==> src/rtl/fractal_pkg.sv <==
// Shared definitions for the fractal view controller.
//   - Q2.13 coordinate format constants and the internal arithmetic width.
//   - Screen geometry used for the centre-preserving zoom offsets.
//   - Button indices, command encoding, FSM state encoding, view record.
//   - sat16(): clamps a 20-bit signed result into the 16-bit coordinate range.
package fractal_pkg;

  localparam int FRAC_BITS = 13;
  localparam int COORD_W   = 16;
  localparam int CALC_W    = 20;

  localparam int H_RES     = 640;
  localparam int V_RES     = 480;
  localparam int H_HALF    = H_RES / 2;   // 320: zoom-out x offset in steps
  localparam int V_HALF    = V_RES / 2;   // 240: zoom-out y offset in steps
  localparam int H_QUARTER = H_RES / 4;   // 160: zoom-in x offset in steps
  localparam int V_QUARTER = V_RES / 4;   // 120: zoom-in y offset in steps

  // Bit positions of the conditioned buttons; higher index wins on a tie.
  localparam int BTN_RIGHT = 0;
  localparam int BTN_LEFT  = 1;
  localparam int BTN_DOWN  = 2;
  localparam int BTN_UP    = 3;
  localparam int BTN_ZOUT  = 4;
  localparam int BTN_ZIN   = 5;
  localparam int BTN_N     = 6;

  typedef enum logic [2:0] {
    CMD_NONE, CMD_ZIN, CMD_ZOUT, CMD_UP, CMD_DOWN, CMD_LEFT, CMD_RIGHT
  } cmd_e;

  typedef enum logic [1:0] {
    ST_RESTART, ST_RENDER, ST_IDLE, ST_UPDATE
  } state_e;

  typedef struct packed {
    logic [COORD_W-1:0] start_x;
    logic [COORD_W-1:0] start_y;
    logic [COORD_W-1:0] step_x;
    logic [COORD_W-1:0] step_y;
  } view_t;

  // In range when every bit above the 16-bit sign bit matches it.
  function automatic logic [COORD_W-1:0] sat16(input logic signed [CALC_W-1:0] v);
    if (v[CALC_W-1:COORD_W-1] == '0 || v[CALC_W-1:COORD_W-1] == '1)
      return v[COORD_W-1:0];
    else if (v[CALC_W-1])
      return {1'b1, {(COORD_W-1){1'b0}}};
    else
      return {1'b0, {(COORD_W-1){1'b1}}};
  endfunction

endpackage

==> src/rtl/fractal_view_ctrl_if.sv <==
// Board-side bundle of the view controller.
//   master: drives raw buttons and frame_done, observes the view window.
//   slave : the controller; reads buttons/frame_done, drives
//           startX/startY/stepX/stepY, restart and busy.
interface fractal_view_ctrl_if;
  import fractal_pkg::*;

  logic               btn_up, btn_down, btn_left, btn_right;
  logic               btn_zin, btn_zout;
  logic               frame_done;
  logic [COORD_W-1:0] startX, startY;
  logic [COORD_W-1:0] stepX, stepY;
  logic               restart;
  logic               busy;

  modport master (
    output btn_up, btn_down, btn_left, btn_right, btn_zin, btn_zout, frame_done,
    input  startX, startY, stepX, stepY, restart, busy
  );

  modport slave (
    input  btn_up, btn_down, btn_left, btn_right, btn_zin, btn_zout, frame_done,
    output startX, startY, stepX, stepY, restart, busy
  );
endinterface

==> src/rtl/fractal_view_ctrl_btn_conditioner.sv <==
// Push-button conditioner: 2-FF synchroniser, debounce, rising-edge pulse.
//   clk, rst_n : clock, asynchronous active-low reset
//   i_btn      : raw asynchronous button level
//   o_cmd      : one-cycle pulse when a debounced 0->1 transition is accepted
// A new level is accepted after DEBOUNCE_CYCLES consecutive cycles that differ
// from the accepted level; any return to the accepted level restarts the count.
module btn_conditioner #(
  parameter int DEBOUNCE_CYCLES = 1_000_000
) (
  input  logic clk,
  input  logic rst_n,
  input  logic i_btn,
  output logic o_cmd
);
  localparam int                CNT_W    = $clog2(DEBOUNCE_CYCLES + 1);
  localparam logic [CNT_W-1:0]  CNT_LAST = CNT_W'(DEBOUNCE_CYCLES - 1);

  logic             r_sync1, r_sync2, r_stable, r_cmd;
  logic [CNT_W-1:0] r_cnt;

  // NOTE: sequential state uses non-blocking assignments so every flop samples
  // the pre-edge value; blocking here would collapse the synchroniser chain.
  always_ff @(posedge clk or negedge rst_n) begin
    if (!rst_n) begin
      r_sync1  <= 1'b0;
      r_sync2  <= 1'b0;
      r_stable <= 1'b0;
      r_cnt    <= '0;
      r_cmd    <= 1'b0;
    end else begin
      r_sync1 <= i_btn;
      r_sync2 <= r_sync1;
      r_cmd   <= 1'b0;
      if (r_sync2 == r_stable) begin
        r_cnt <= '0;
      end else if (r_cnt == CNT_LAST) begin
        r_stable <= r_sync2;
        r_cnt    <= '0;
        r_cmd    <= r_sync2;          // pulse only on the press, not the release
      end else begin
        r_cnt <= r_cnt + CNT_W'(1);
      end
    end
  end

  assign o_cmd = r_cmd;
endmodule

==> src/rtl/fractal_view_ctrl.sv <==
// Pan/zoom controller in front of the fractal engine.
//   Clk_100M : system clock
//   reset    : asynchronous active-low reset
//   bus      : slave side of fractal_view_ctrl_if (buttons, frame_done in;
//              startX/startY/stepX/stepY, restart, busy out)
// Commands are accepted only in IDLE (after the engine reports frame done),
// applied in UPDATE, then the engine is restarted for one cycle.
module fractal_view_ctrl
  import fractal_pkg::*;
#(
  parameter int                 DEBOUNCE_CYCLES = 1_000_000,
  parameter int                 PAN_SHIFT       = 5,
  parameter logic [COORD_W-1:0] START_X_INIT    = 16'hE000,
  parameter logic [COORD_W-1:0] START_Y_INIT    = 16'hE000,
  parameter logic [COORD_W-1:0] STEP_X_INIT     = 16'h0019,
  parameter logic [COORD_W-1:0] STEP_Y_INIT     = 16'h0022,
  parameter logic [COORD_W-1:0] MAX_STEP        = 16'h0200
) (
  input logic                Clk_100M,
  input logic                reset,
  fractal_view_ctrl_if.slave bus
);
  localparam view_t VIEW_INIT = '{start_x: START_X_INIT, start_y: START_Y_INIT,
                                  step_x:  STEP_X_INIT,  step_y:  STEP_Y_INIT};

  logic [BTN_N-1:0] w_btn_raw, w_pulse;
  cmd_e             w_cmd_sel, r_cmd;
  state_e           r_state, w_next;
  view_t            r_view, w_view_next;
  logic             r_run, r_render_first;

  assign w_btn_raw = {bus.btn_zin, bus.btn_zout, bus.btn_up,
                      bus.btn_down, bus.btn_left, bus.btn_right};

  for (genvar g = 0; g < BTN_N; g++) begin : g_btn
    btn_conditioner #(.DEBOUNCE_CYCLES(DEBOUNCE_CYCLES)) u_cond (
      .clk   (Clk_100M),
      .rst_n (reset),
      .i_btn (w_btn_raw[g]),
      .o_cmd (w_pulse[g])
    );
  end

  // NOTE: every variable written in always_comb gets a default first, so no
  // path leaves it unassigned and no latch is inferred.
  always_comb begin
    w_cmd_sel = CMD_NONE;
    if      (w_pulse[BTN_ZIN])   w_cmd_sel = CMD_ZIN;
    else if (w_pulse[BTN_ZOUT])  w_cmd_sel = CMD_ZOUT;
    else if (w_pulse[BTN_UP])    w_cmd_sel = CMD_UP;
    else if (w_pulse[BTN_DOWN])  w_cmd_sel = CMD_DOWN;
    else if (w_pulse[BTN_LEFT])  w_cmd_sel = CMD_LEFT;
    else if (w_pulse[BTN_RIGHT]) w_cmd_sel = CMD_RIGHT;
  end

  // ---------------- FSM: state register ----------------
  always_ff @(posedge Clk_100M or negedge reset) begin
    if (!reset) r_state <= ST_RESTART;
    else        r_state <= w_next;
  end

  // ---------------- FSM: next state ----------------
  always_comb begin
    w_next = r_state;
    unique case (r_state)
      ST_RESTART: if (r_run) w_next = ST_RENDER;  // first cycle out of reset holds here
      ST_RENDER:  if (bus.frame_done && !r_render_first) w_next = ST_IDLE;
      ST_IDLE:    if (|w_pulse) w_next = ST_UPDATE;
      ST_UPDATE:  w_next = ST_RESTART;
    endcase
  end

  // ---------------- FSM: outputs ----------------
  // r_run keeps restart low while reset is asserted even though the state
  // register already sits in RESTART.
  always_comb begin
    bus.restart = (r_state == ST_RESTART) && r_run;
    bus.busy    = (r_state != ST_IDLE);
  end

  // ---------------- datapath ----------------
  logic signed [CALC_W-1:0] w_sx, w_sy, w_stx, w_sty;
  logic signed [CALC_W-1:0] w_pan_x, w_pan_y, w_zin_x, w_zin_y, w_zout_x, w_zout_y;
  logic                     w_zin_blocked, w_zout_blocked;

  always_comb begin
    w_sx  = {{(CALC_W-COORD_W){r_view.start_x[COORD_W-1]}}, r_view.start_x};
    w_sy  = {{(CALC_W-COORD_W){r_view.start_y[COORD_W-1]}}, r_view.start_y};
    w_stx = {{(CALC_W-COORD_W){1'b0}}, r_view.step_x};
    w_sty = {{(CALC_W-COORD_W){1'b0}}, r_view.step_y};
    w_pan_x  = w_stx << PAN_SHIFT;
    w_pan_y  = w_sty << PAN_SHIFT;
    // Centre-preserving offsets: H_QUARTER/V_QUARTER steps in, H_HALF/V_HALF out.
    w_zin_x  = (w_stx << 7) + (w_stx << 5);   // *160
    w_zin_y  = (w_sty << 7) - (w_sty << 3);   // *120
    w_zout_x = (w_stx << 8) + (w_stx << 6);   // *320
    w_zout_y = (w_sty << 8) - (w_sty << 4);   // *240
    w_zin_blocked  = (r_view.step_x <= COORD_W'(1)) || (r_view.step_y <= COORD_W'(1));
    w_zout_blocked = ({r_view.step_x, 1'b0} > {1'b0, MAX_STEP}) ||
                     ({r_view.step_y, 1'b0} > {1'b0, MAX_STEP});
  end

  always_comb begin
    w_view_next = r_view;
    case (r_cmd)
      CMD_UP:    w_view_next.start_y = sat16(w_sy - w_pan_y);
      CMD_DOWN:  w_view_next.start_y = sat16(w_sy + w_pan_y);
      CMD_LEFT:  w_view_next.start_x = sat16(w_sx - w_pan_x);
      CMD_RIGHT: w_view_next.start_x = sat16(w_sx + w_pan_x);
      CMD_ZIN: if (!w_zin_blocked) begin
        w_view_next.start_x = sat16(w_sx + w_zin_x);
        w_view_next.start_y = sat16(w_sy + w_zin_y);
        w_view_next.step_x  = r_view.step_x >> 1;
        w_view_next.step_y  = r_view.step_y >> 1;
      end
      CMD_ZOUT: if (!w_zout_blocked) begin
        w_view_next.start_x = sat16(w_sx - w_zout_x);
        w_view_next.start_y = sat16(w_sy - w_zout_y);
        w_view_next.step_x  = r_view.step_x << 1;
        w_view_next.step_y  = r_view.step_y << 1;
      end
      default: ;
    endcase
  end

  always_ff @(posedge Clk_100M or negedge reset) begin
    if (!reset) begin
      r_run          <= 1'b0;
      r_render_first <= 1'b0;
      r_cmd          <= CMD_NONE;
      r_view         <= VIEW_INIT;
    end else begin
      r_run          <= 1'b1;
      r_render_first <= (r_state == ST_RESTART);   // masks frame_done for one cycle
      if (r_state == ST_IDLE && |w_pulse) r_cmd  <= w_cmd_sel;
      if (r_state == ST_UPDATE)           r_view <= w_view_next;
    end
  end

  assign bus.startX = r_view.start_x;
  assign bus.startY = r_view.start_y;
  assign bus.stepX  = r_view.step_x;
  assign bus.stepY  = r_view.step_y;
endmodule

==> src/flat_wrapper.sv <==
// flat-port wrapper written by rule: the top's interface ports become plain ports
module fractal_view_ctrl_flat import fractal_pkg::*;
#(
  parameter int                 DEBOUNCE_CYCLES = 1_000_000,
  parameter int                 PAN_SHIFT       = 5,
  parameter logic [COORD_W-1:0] START_X_INIT    = 16'hE000,
  parameter logic [COORD_W-1:0] START_Y_INIT    = 16'hE000,
  parameter logic [COORD_W-1:0] STEP_X_INIT     = 16'h0019,
  parameter logic [COORD_W-1:0] STEP_Y_INIT     = 16'h0022,
  parameter logic [COORD_W-1:0] MAX_STEP        = 16'h0200
)
  (Clk_100M, reset, bus_btn_up, bus_btn_down, bus_btn_left, bus_btn_right, bus_btn_zin, bus_btn_zout, bus_frame_done, bus_startX, bus_startY, bus_stepX, bus_stepY, bus_restart, bus_busy);
  fractal_view_ctrl_if bus_i ();
  input logic Clk_100M;
  input logic reset;
  input wire logic [$bits(bus_i.btn_up)-1:0] bus_btn_up;
  input wire logic [$bits(bus_i.btn_down)-1:0] bus_btn_down;
  input wire logic [$bits(bus_i.btn_left)-1:0] bus_btn_left;
  input wire logic [$bits(bus_i.btn_right)-1:0] bus_btn_right;
  input wire logic [$bits(bus_i.btn_zin)-1:0] bus_btn_zin;
  input wire logic [$bits(bus_i.btn_zout)-1:0] bus_btn_zout;
  input wire logic [$bits(bus_i.frame_done)-1:0] bus_frame_done;
  output wire logic [$bits(bus_i.startX)-1:0] bus_startX;
  output wire logic [$bits(bus_i.startY)-1:0] bus_startY;
  output wire logic [$bits(bus_i.stepX)-1:0] bus_stepX;
  output wire logic [$bits(bus_i.stepY)-1:0] bus_stepY;
  output wire logic [$bits(bus_i.restart)-1:0] bus_restart;
  output wire logic [$bits(bus_i.busy)-1:0] bus_busy;
  assign bus_i.btn_up = bus_btn_up;
  assign bus_i.btn_down = bus_btn_down;
  assign bus_i.btn_left = bus_btn_left;
  assign bus_i.btn_right = bus_btn_right;
  assign bus_i.btn_zin = bus_btn_zin;
  assign bus_i.btn_zout = bus_btn_zout;
  assign bus_i.frame_done = bus_frame_done;
  assign bus_startX = bus_i.startX;
  assign bus_startY = bus_i.startY;
  assign bus_stepX = bus_i.stepX;
  assign bus_stepY = bus_i.stepY;
  assign bus_restart = bus_i.restart;
  assign bus_busy = bus_i.busy;
  fractal_view_ctrl #(.DEBOUNCE_CYCLES(DEBOUNCE_CYCLES), .PAN_SHIFT(PAN_SHIFT), .START_X_INIT(START_X_INIT), .START_Y_INIT(START_Y_INIT), .STEP_X_INIT(STEP_X_INIT), .STEP_Y_INIT(STEP_Y_INIT), .MAX_STEP(MAX_STEP)) u_core (.Clk_100M(Clk_100M), .reset(reset), .bus(bus_i));
endmodule
==> config.mk <==
export PLATFORM = sky130hd
export DESIGN_NAME = fractal_view_ctrl_flat
export DESIGN_NICKNAME = d
export VERILOG_FILES = /design/src/rtl/fractal_pkg.sv /design/src/rtl/fractal_view_ctrl_if.sv /design/src/rtl/fractal_view_ctrl_btn_conditioner.sv /design/src/rtl/fractal_view_ctrl.sv /design/src/flat_wrapper.sv
export SDC_FILE = /design/constraint.sdc
export NUM_CORES = 1
export LEC_CHECK = 0
export CORE_MARGIN = 2
export CORE_UTILIZATION = 69
export CTS_BUF_LIST = sky130_fd_sc_hd__clkbuf_2 sky130_fd_sc_hd__clkbuf_4 sky130_fd_sc_hd__clkbuf_8
export CTS_CLUSTER_SIZE = 8
export DETAILED_ROUTE_END_ITERATION = 8
export PLACE_DENSITY = 0.89
export SLEW_MARGIN = 25
export SYNTH_ARGS = -nofsm -noshare
export SYNTH_HDL_FRONTEND = slang
export SYNTH_SLANG_ARGS = --single-unit
==> constraint.sdc <==
create_clock -name Clk_100M -period 5.7 [get_ports Clk_100M]
set_input_delay 1.14 -clock Clk_100M [delete_from_list [all_inputs] [get_ports Clk_100M]]
set_output_delay 1.14 -clock Clk_100M [all_outputs]
set_load 0.03 [all_outputs]
## Word-level counts from Yosys, hierarchy flattened

Cells that the tools add are included.

- Flip-flop bits (word level): 215
- Input bits: 9
- Output and inout bits: 66
- Word-level logic and storage cells: 193

- Add/sub/neg operators: 18
- Order comparisons: 4
- Equality and inequality tests: 35
- Muxes and demuxes: 55
- Bitwise logic cells: 6
- Reduce and logical (&&, ||, !) cells: 37

Operators by type and width:

| kind | count |
|---|---|
| 16-bit 2-to-1 mux | 16 |
| 20-bit 2-to-1 mux | 12 |
| 64-bit 2-to-1 mux | 2 |
| 16-bit one-hot mux with 4 select lines | 2 |
| 20-bit by 1-bit adder with 20-bit output, second input constant | 6 |
| 20-bit equality test, second input constant | 6 |
| 16-bit by 20-bit adder with 20-bit output | 4 |
| 16-bit by 20-bit subtractor with 20-bit output | 4 |
| 32-bit one-hot mux with 2 select lines | 1 |
| 20-bit adder | 2 |
| 5-bit equality test, second input constant | 8 |
| 5-bit logical NOT | 8 |
| 20-bit subtractor | 2 |
| 17-bit by 10-bit > comparator with 1-bit output, second input constant | 2 |
| 16-bit by 1-bit <= comparator with 1-bit output, second input constant | 2 |
| 3-bit 2-to-1 mux | 6 |
| 1-bit 2-to-1 mux | 12 |
| 2-bit AND reduction | 6 |
| 4-bit AND reduction | 3 |
| 1-bit logical OR | 10 |
| 3-bit equality test, second input constant | 3 |
| 2-bit inequality test, second input constant | 4 |
| 2-bit one-hot mux with 4 select lines | 1 |
| 4-bit nonzero test | 2 |
| 14 further kinds | 31 |

## Longest topological paths before layout

- Depth after elaboration: 7
- Mapped depth: 17
- Depth with buffers taken out: 16

## Modules after synthesis

From an unflattened synthesis, not the netlist that was laid out.

- Cell total of the unflattened synthesis: 2143
- Area total of the unflattened synthesis: 18122.4 µm²

Modules (own cells, without submodules):

| module | instances | cells an instance | area each (µm²) | sequential area each (µm²) |
|---|---|---|---|---|
| fractal_view_ctrl | 1 | 1447 | 11305.8 | 1790.5 |
| btn_conditioner | 6 | 116 | 1136.1 | 600.6 |

## Least setup slack after synthesis

OpenSTA, ideal clock, no wires.

- Kind: register to register
- From: register u_core.r_view (netlist bit u_core.bus.stepY[9])
- To: register u_core.r_view (netlist bit u_core.bus.startY[1])
- Library setup time: 65 ps
- Arrival time: 3963 ps
- Data required time: 5635 ps
- Slack: 1673 ps
- Stages on the path, launching flop included: 16
- Buffers on the path: 2
- Clock period less this slack: 4027 ps
- Path through: dfrtp_1 inv_1 fa_1 inv_1 ha_1 clkbuf_1 a21o_1 o21bai_1 a311o_1 a31oi_1 xor2_1 o41ai_1 buf_4 nor2_1 o21bai_2 a21o_1

- Cells in the longest elaborated chain, start to end: 7

Ends and longest elaborated chain:

| what | line | text |
|---|---|---|
| start, declared | fractal_view_ctrl.sv:29 | `view_t r_view, w_view_next;` |
| start signal, assigned | fractal_view_ctrl.sv:136 | `if (r_state == ST_UPDATE) r_view <= w_view_next;` |
| 20-bit subtractor, on equally long branches | fractal_view_ctrl.sv:97, fractal_view_ctrl.sv:95 |  |
| 16-bit by 20-bit subtractor with 20-bit output or 16-bit by 20-bit adder with 20-bit output (tied branches) | fractal_view_ctrl.sv:118, fractal_view_ctrl.sv:112 |  |
| 5-bit equality test or 5-bit logical NOT (tied branches) | fractal_pkg.sv:45 | `if (v[CALC_W-1:COORD_W-1] == '0 \|\| v[CALC_W-1:COORD_W-1] == '1)` |
| 1-bit logical OR | fractal_pkg.sv:45 |  |
| 16-bit 2-to-1 mux | fractal_pkg.sv:45 |  |
| 64-bit 2-to-1 mux, on equally long branches | fractal_view_ctrl.sv:116, fractal_view_ctrl.sv:110 |  |
| 16-bit one-hot mux with 4 select lines | fractal_view_ctrl.sv:105 | `case (r_cmd)` |

Parallel ways exist; a longest one is shown, timed or not. The select of a mux whose other input is x is not followed.
A chain may end at the register's enable or synchronous reset.

## Worst setup path in the final report

- From: register u_core.r_view (netlist bit u_core.bus.startY[15])
- To: register u_core.r_view (netlist bit u_core.bus.startY[11])

- Cells in the longest elaborated chain, start to end: 6

Ends and longest elaborated chain:

| what | line |
|---|---|
| 16-bit by 20-bit subtractor with 20-bit output or 16-bit by 20-bit adder with 20-bit output (tied branches) | fractal_view_ctrl.sv:118, fractal_view_ctrl.sv:112 |
| 5-bit equality test or 5-bit logical NOT (tied branches) | fractal_pkg.sv:45 |
| 1-bit logical OR | fractal_pkg.sv:45 |
| 16-bit 2-to-1 mux | fractal_pkg.sv:45 |
| 64-bit 2-to-1 mux, on equally long branches | fractal_view_ctrl.sv:116, fractal_view_ctrl.sv:110 |
| 16-bit one-hot mux with 4 select lines (*) | fractal_view_ctrl.sv:105 |

Every way passes the cells marked *; elsewhere a longest branch is shown, timed or not. The select of a mux whose other input is x is not followed.

==> metrics.yaml <==
synthesis:
  synth_cell_type_count: 103
  yosysMostFrequentCell: "nor2_1"
  synth-seq-cells: 215
  synthTopCellsByArea: "dfrtp_1, ha_1, nor2_1, fa_1, xnor2_1"
  synth-edff-count: 0
  avgSynthCellArea_um2: 8.45
  yosys.area.top_type_share_pct: 28.4
  seq_area_frac_synth_pct: 30.0
  synth_common_cells: "nor2_1, dfrtp_1, a21oi_1"
  synth_top_cell_by_area: "dfrtp_1"
  synth_fp_nets: 2325
  async_reset_ff_share_pct: 100
  mappedNetlistArea_mm2: 0.0180
  synth_warnings: 0
  syn_inst: 2128
  synth_flop_cell: "dfrtp_1"
placement:
  dpl.hpwl_um: 37300
  io_buffers: 74
  gp_congestion: 1.01
  placed_area_mm2: 0.0190
power:
  ir_drop_mv: 0.253
  power_leakage_uw: 0.00896
  power_density_mw_per_mm2: 169
clocking:
  postCtsResizedCells: 0
  clkSinkCount: 215
  clkLatencyLatePin_ns: 0.59
  cts-hold-fix-buffers: 0
  cts_tree: "yes"
  clockBufferDepth: 3
  cts_made_buffers: 37
  cts_setup_buffers: 0
  cts.clk_slew.worst_paths_ns: 0.07
  root_buffer: "clkbuf_8"
  htreeDepth: 2
critical_path:
  cp-start-kind: "flip-flop"
  r2r_end: "u_core.bus.startY[11]"
  critPathKind: "flip-flop to flip-flop"
  cp.arrival_ns: 4.95
  regToRegSetupSlack_ns: 1.14
  cp.required_ns: 6.09
  worstPathMaxFanout: 13
  r2r-start: "u_core.bus.startY[15]"
  endpoint_kind: "flip-flop"
  reg2regPathDepth: 13
finish:
  syn_to_final_growth_pct: 10.0
  regArea_mm2: 0.00539
  multi_input_area_mm2: 0.0118
  fin_area_mm2: 0.0198
  num-fill-cells: 1846
  diodes: 0
  drive_gt1_share_pct: 6.07
  finalNetCount: 2384
global_route:
  antenna_found_initial: 0
  grt_usage_pct: 36.8
  grt_pass1_vias: 15800
  grt_pass1_wl_um: 80300
  grt_max_degree: 120
  gr-total-overflow: 0
sta:
  fmax_mhz: 219
  timing.slew.headroom_pct: 36.0
  rsz0062_at_grt: "false"
  period_share_pct: 80.0
  fin_skew_ns: 0.0529
  report.final.slew_viol_count: 0
  setup_tns_ns: 0
  worst_pin_slew_ns: 0.956
  hold_viol_final: 0
  setup_viol: 0
  min_period_ns: 4.56
  holdWs_ns: 0.347
routing:
  vias: 16500
  ant_nets: 0
  drt-initial-drc-count: 1645
  routed_wl_um: 50200
  post_drt_wl_per_cell_um: 19.7
  drt_first_pass_iters: 8
  drc: 0
  viasPerCell: 6.49
min_path:
  whs_endpoint: "u_core.g_btn[5].u_cond.r_sync2"
  hold_start: "u_core.g_btn[5].u_cond.r_sync1"
  hold_path_class: "flip-flop to flip-flop"
  hold_depth: 0
die:
  die_w_um: 165
  coreArea_mm2: 0.0258
  dieArea_mm2: 0.0274
  die_h_um: 165
  start_util_pct: 69.6
  io_pins: 75
  row_count: 59
flow_run:
  max-cap-violations: 0
status:
  status: "completed"
## per-stage QoR
step	total power (uW)	std cells	utilization [%]	setup slack, ns
after floorplan	1680	2128	-	1.67
after global placement	1750	2483	73.4	1.50
after detailed placement	1760	2483	73.4	1.34
after CTS	3370	2542	76.6	1.29
after global routing	3450	2542	76.6	0.890
final	3340	2542	76.6	1.14
## state kept, by name (all words and copies together) (netlist names), 6 cells and up
| name | count |
|---|---|
| u_core.bus.startX | 16 |
| u_core.bus.startY | 16 |
| u_core.bus.stepX | 16 |
| u_core.bus.stepY | 16 |
| u_core.g_btn.u_cond.o_cmd | 6 |
| u_core.g_btn.u_cond.r_cnt | 120 |
| u_core.g_btn.u_cond.r_stable | 6 |
| u_core.g_btn.u_cond.r_sync1 | 6 |
| u_core.g_btn.u_cond.r_sync2 | 6 |
## power breakdown
part           switching (uW)  total, uW  internal (uW)
logic                     110        167           57.0
clock network             657       1600            943
registers                22.9       1580           1550
## final cells by class
type | instances | area share [%]
clock buffer | 50 | 3.19
clock inverter | 9 | 0.929
inverter | 147 | 2.80
multi-input combinational | 1702 | 59.5
sequential | 215 | 27.3
tap | 335 | 2.12
timing repair buffer | 84 | 4.21
## cells by family (layout without fill, tap and decap cells)
group                      count (synthesis)  in the layout  synth area share, %
and+or+nand+nor                          808            808                 21.9
DFF                                      215            215                 30.0
buffers and inverters                    211            290                 4.65
other                                      1              1               0.0208
AOI/OAI and AO/OA                        515            515                 18.8
xor gates and xnor gates                 178            178                 8.67
muxes                                     12             12                0.730
adders and majority gates                188            188                 15.2
## worst max-delay path by stage
stage / startpoint / cells past startpoint / to / slack (ns)
after global routing: u_core.bus.startY[15] / 14 / u_core.bus.startY[3] / 0.89
after detailed placement: u_core.bus.startY[15] / 13 / u_core.bus.startY[11] / 1.34
final: u_core.bus.startY[15] / 13 / u_core.bus.startY[11] / 1.14
after floorplan: u_core.bus.stepY[9] / 15 / u_core.bus.startY[1] / 1.67
after global placement: u_core.bus.stepY[9] / 13 / u_core.bus.startY[10] / 1.50
after CTS: u_core.bus.startY[15] / 13 / u_core.bus.startY[11] / 1.29
## worst max-delay path, stage by stage (launching register included)
cell and delay [ns]:
dfstp_2 0.70, inv_1 0.25, fa_1 0.55, inv_1 0.07, ha_1 0.37, a21oi_1 0.28
o21ai_0 0.19, or4b_2 0.65, and3_1 0.18, nor2_1 0.14, and3_1 0.17, mux2i_1 0.16
o21ai_0 0.51, a31oi_1 0.17
## per-layer routing
layer	wire length [um]	global-route usage [%]	share of wire (%)	up-vias
met2	23300	60.1	47	809
met1	20900	49.4	42	7919
li1	-	-	-	7625
met4	1710	13.5	3.4	0
met3	4270	6.64	8.5	145
met5	0	0	0	-
## placed cells by master, fill, tap and decap left out, types with 33 or more instances in the layout
cell and instances:
clkdlybuf4s50_1 73, fa_1 51, nor2_1 298, inv_1 143, ha_1 137, dfrtp_1 204
and3_1 42, nand2_1 145, a21oi_1 153, xor2_1 76, a31oi_1 33, nand3_1 85
o21ai_0 89, clkbuf_8 41, xnor2_1 102, nor3_1 33
No activity file was read; power rests on OpenSTA's default activity.
